[config.mk]
export PLATFORM = sky130hd
export DESIGN_NAME = clk_period_meter
export DESIGN_NICKNAME = d
export VERILOG_FILES = /design/src/rtl/clk_period_meter.sv
export SDC_FILE = /design/constraint.sdc
export NUM_CORES = 1
export LEC_CHECK = 0
export CAP_MARGIN = 20
export CORE_MARGIN = 2
export CORE_UTILIZATION = 44
export DETAILED_ROUTE_END_ITERATION = 16
export PLACE_DENSITY_LB_ADDON = 0.15
export SLEW_MARGIN = 20
export SYNTH_ARGS = -nofsm -noshare
export SYNTH_HDL_FRONTEND = slang
export SYNTH_SLANG_ARGS = --single-unit
[constraint.sdc]
create_clock -name clk -period 3.6 [get_ports clk]
set_clock_uncertainty 0.15 [all_clocks]
set_input_delay 0.72 -clock clk [delete_from_list [all_inputs] [get_ports clk]]
set_output_delay 0.72 -clock clk [all_outputs]
set_load 0.005 [all_outputs]
[src/rtl/clk_period_meter.sv]
// clk_period_meter: measures period and high time of a slow clock (clk_meas)
// in clk cycles, with lock indication and a no-edge timeout.
//   clk, rst_n      : sampling clock, async active-low reset
//   en              : measurement enable (low forces IDLE)
//   clk_meas        : clock under measurement, asynchronous to clk
//   period_out      : last measured rise-to-rise period
//   high_out        : synchronized high cycles within that period
//   meas_valid      : one-cycle pulse when period_out/high_out update
//   timeout         : one-cycle pulse when no rise seen for TIMEOUT cycles
//   locked          : high while measuring
module clk_period_meter #(
    parameter int CNT_W   = 16,
    parameter int TIMEOUT = 1000
) (
    input  logic             clk,
    input  logic             rst_n,
    input  logic             en,
    input  logic             clk_meas,
    output logic [CNT_W-1:0] period_out,
    output logic [CNT_W-1:0] high_out,
    output logic             meas_valid,
    output logic             timeout,
    output logic             locked
);

    localparam logic [1:0] S_IDLE = 2'd0;
    localparam logic [1:0] S_SYNC = 2'd1;
    localparam logic [1:0] S_MEAS = 2'd2;

    localparam logic [CNT_W-1:0] LP_TO  = CNT_W'(TIMEOUT);
    localparam logic [CNT_W-1:0] LP_ONE = CNT_W'(1);

    logic [1:0]       r_state;
    logic             r_s1;
    logic             r_s2;
    logic             r_s3;
    logic [CNT_W-1:0] r_pcnt;
    logic [CNT_W-1:0] r_hcnt;
    logic [CNT_W-1:0] r_period;
    logic [CNT_W-1:0] r_high;
    logic             r_valid;
    logic             r_tout;

    logic             w_rise;
    logic             w_hit;
    logic [CNT_W-1:0] w_hinc;

    // r_s2 is the synchronized level, r_s3 its one-cycle-delayed copy
    assign w_rise = r_s2 & ~r_s3;
    assign w_hit  = (r_pcnt == LP_TO);
    assign w_hinc = {{(CNT_W-1){1'b0}}, r_s2};

    always_ff @(posedge clk or negedge rst_n) begin
        if (!rst_n) begin
            r_s1 <= 1'b0;
            r_s2 <= 1'b0;
            r_s3 <= 1'b0;
        end else begin
            r_s1 <= clk_meas;
            r_s2 <= r_s1;
            r_s3 <= r_s2;
        end
    end

    always_ff @(posedge clk or negedge rst_n) begin
        if (!rst_n) begin
            r_state  <= S_IDLE;
            r_pcnt   <= '0;
            r_hcnt   <= '0;
            r_period <= '0;
            r_high   <= '0;
            r_valid  <= 1'b0;
            r_tout   <= 1'b0;
        end else begin
            r_valid <= 1'b0;
            r_tout  <= 1'b0;
            if (!en) begin
                r_state <= S_IDLE;
            end else begin
                case (r_state)
                    S_IDLE: begin
                        r_state <= S_SYNC;
                        r_pcnt  <= '0;
                        r_hcnt  <= '0;
                    end
                    S_SYNC: begin
                        // a rise wins over an expiring wait counter
                        if (w_rise) begin
                            r_state <= S_MEAS;
                            r_pcnt  <= LP_ONE;
                            r_hcnt  <= LP_ONE;
                        end else if (w_hit) begin
                            r_tout <= 1'b1;
                            r_pcnt <= '0;
                            r_hcnt <= '0;
                        end else begin
                            r_pcnt <= r_pcnt + LP_ONE;
                        end
                    end
                    S_MEAS: begin
                        if (w_rise) begin
                            r_period <= r_pcnt;
                            r_high   <= r_hcnt;
                            r_valid  <= 1'b1;
                            r_pcnt   <= LP_ONE;
                            r_hcnt   <= LP_ONE;
                        end else if (w_hit) begin
                            r_tout  <= 1'b1;
                            r_state <= S_SYNC;
                            r_pcnt  <= '0;
                            r_hcnt  <= '0;
                        end else begin
                            r_pcnt <= r_pcnt + LP_ONE;
                            r_hcnt <= r_hcnt + w_hinc;
                        end
                    end
                    default: begin
                        r_state <= S_IDLE;
                    end
                endcase
            end
        end
    end

    assign period_out = r_period;
    assign high_out   = r_high;
    assign meas_valid = r_valid;
    assign timeout    = r_tout;
    assign locked     = (r_state == S_MEAS);

endmodule

==> metrics <==
outcome finished clean; dpl cell area 3980 um2; Die Area 8720 um2; xor and xnor area share after synthesis 1.99%; layout cells sized above 1 16.7%; Synth area leader dfrtp_1; Sw Ratio 27.1%; syn avg cell area 11.3 um2; worst reg2reg path depth 6; CP delay by family, top buffers and inverters; WHS 0.202 ns; Pwr Total 1.93 mW; Worst Setup SP r_state[0]; Async S/R FF share, synth 100%; Post-DRT Antenna Nets 0; global route total overflow 0; RR Endpoint r_hcnt[14]; CTS tree built; Post-Synth Simple-Gate Area 19.1%; post-DR wirelength/cell 15.3 um; fin crit share 77.0%; Nets 361; fin. max-slew vios 0; sw power 0.522 mW; Routed WL 6960 um; core area 7730 um2; total track usage 18.0%; MaxCap Viol Count 0; Netlist cell types 53; Max FO, Critical Path 12; Slew headroom 46.6%; CP Data Required Time 2.73 ns; buffers plus inverters on the worst setup path 2; FF-to-FF setup slack 1.16 ns; count leader, synth dfrtp_1; Post-CTS Resized 0; mux share of post-synthesis cell area 10.1%; fmax 361 MHz; top cells by count, synth dfrtp_1, mux2_2, nand2_1, nor2_1, nand4_1; TritonCTS Buffers 9; Worst path depth 3; Final setup viols 0; P per Cell Area 457 nW/um2; global-route wire length before repair 12200 um; worst vdd ir 322 uV; CP startpoint kind register; Slew @ Worst Pin 0.800 ns; CP arrival 1.90 ns; post-synth top area share 50.5%; Synth Cell Area 3520 um2; Initial Util 45.5%; main area contributors after synthesis dfrtp_1, mux2_2, a221o_1, ha_1, and4_1; reg2reg start r_pcnt[0]; final hold viol count 0; via count 2530; crit path time final 2.77 ns; # port buffers 38; sequential power share 45.1%; Root Driver clkbuf_8; Clk pwr share 37.7%; hold buffers post-CTS 0; Post-synth EDFFs 0; vias in the first global route 2487; io pins 39; RSZ-0062 raised after global routing false; Layout area overhead 19.9%; Layout Utilization 54.5%; Leak 1.92 nW; die height 93.4 um; vias per cell 5.56; worst hold-check path type reg -> reg; Antenna diodes 0; FF+latch count, synth 71; DR DRC count 0; clock sink total 71; Primary FF master, synth dfrtp_1; Compound-Gate Fraction of Synth Area 11.4%; Clock Pin Slew Worst Setup and Hold Paths 0.07 ns; Int Pwr 1.40 mW; Comb pwr share 17.3%; Die Wd 93.4 um; TNS Setup 0 ns; crit end category output port; synth warn 0; 1st-pass router iterations 4; CP peak stage delay 0.58 ns; largest family of logic cells by synthesized area simple AND/OR/NAND/NOR gates; Synth Area in Adders 2.85%; clk buf depth 2; fill cell count 692; hpwl dp 4870 um; initial antenna violation count 0; cell count after synthesis 312; CP endpoint locked; Seq/Total Area, Yosys 50.5%; gp weighted congestion 0.848; slowest library cell on the worst path clkdlybuf4s50_1; final instance area 4210 um2; Worst Path Class, Setup reg -> out; largest net degree at the start of global routing 38; worst-skew pair later-pin latency 0.35 ns; H-tree Lvls 3; DRT iter0 DRCs 109; worst path cell trace inv_1, ha_1, clkdlybuf4s50_1; Synth Net Count 324; Post-CTS Repair Setup Buffers 0; row count 32
-- through the flow --
stage	setup WS (ns)	cells
CTS	0.823	455
global placement	0.834	440
floorplan	1.52	312
finish	0.828	455
global route	0.722	455
detailed placement	0.826	440
-- per-layer routing --
layer,global-route usage (%),share of wire [%],vias to the layer above
met1,26.3,51,1228
met2,25.5,43,51
met5,0,0,-
met3,2.98,3.7,12
li1,-,-,1239
met4,9.31,2.3,0
-- flip-flops by register name (all words and copies together), names as in the netlist --
register    cells
r_state         2
r_s2            1
r_s3            1
r_pcnt         16
r_hcnt         16
timeout         1
high_out       16
meas_valid      1
r_s1            1
period_out     16
-- layout make-up --
class                           count  area (um2)  share of cell area, %
Sequential cell                    71        1780                   42.2
Multi-Input combinational cell    211        1600                   37.9
Timing Repair Buffer               45         440                   10.5
Clock buffer                       12         165                   3.92
Tap cell                          102         128                   3.03
Clock inverter                      3        65.1                   1.54
Inverter                           11        41.3                  0.980
-- worst min path at each step --
stage	startpoint	endpoint	slack [ns]	depth (start not counted)
finish	r_s1	r_s2	0.20	0
floorplan	r_s1	r_s2	0.18	0
global route	r_s1	r_s2	0.21	0
global placement	r_s1	r_s2	0.19	0
CTS	r_s1	r_s2	0.21	0
detailed placement	r_s1	r_s2	0.19	0
-- placed cells by master, fill, tap and decap left out, types with 6 or more instances in the layout --
master and instances:
clkbuf_8 12, inv_1 11, nor2_1 15, a221o_1 11, clkdlybuf4s50_1 37, ha_1 8
a21oi_1 6, xor2_1 6, nor3_1 6, and3_1 6, nand3_1 11, nand4_1 13
nand2_1 20, and4_1 10, dfrtp_1 71, o21ai_0 9, mux2_2 28, buf_4 6
-- logic make-up (layout without fill, tap and decap cells) --
kind of cell             count (synthesis)  count (layout)
buffers and inverters                   30              71
AO/OA/AOI/OAI                           52              52
AND/OR/NAND/NOR                        111             111
flip-flops                              71              71
XOR/XNOR                                 8               8
multiplexers                            32              32
adder cells (fa/ha/maj)                  8               8
-- power by group through the flow --
stage                     sequential (mW)  clock (mW)  combinational (mW)
after global routing                0.873       0.781               0.377
after CTS                           0.868       0.749               0.335
after global placement              0.881           0               0.332
after floorplan                     0.876           0               0.226
after detailed placement            0.883           0               0.333
final                               0.868       0.726               0.333
No activity file was read; power rests on OpenSTA's default activity.
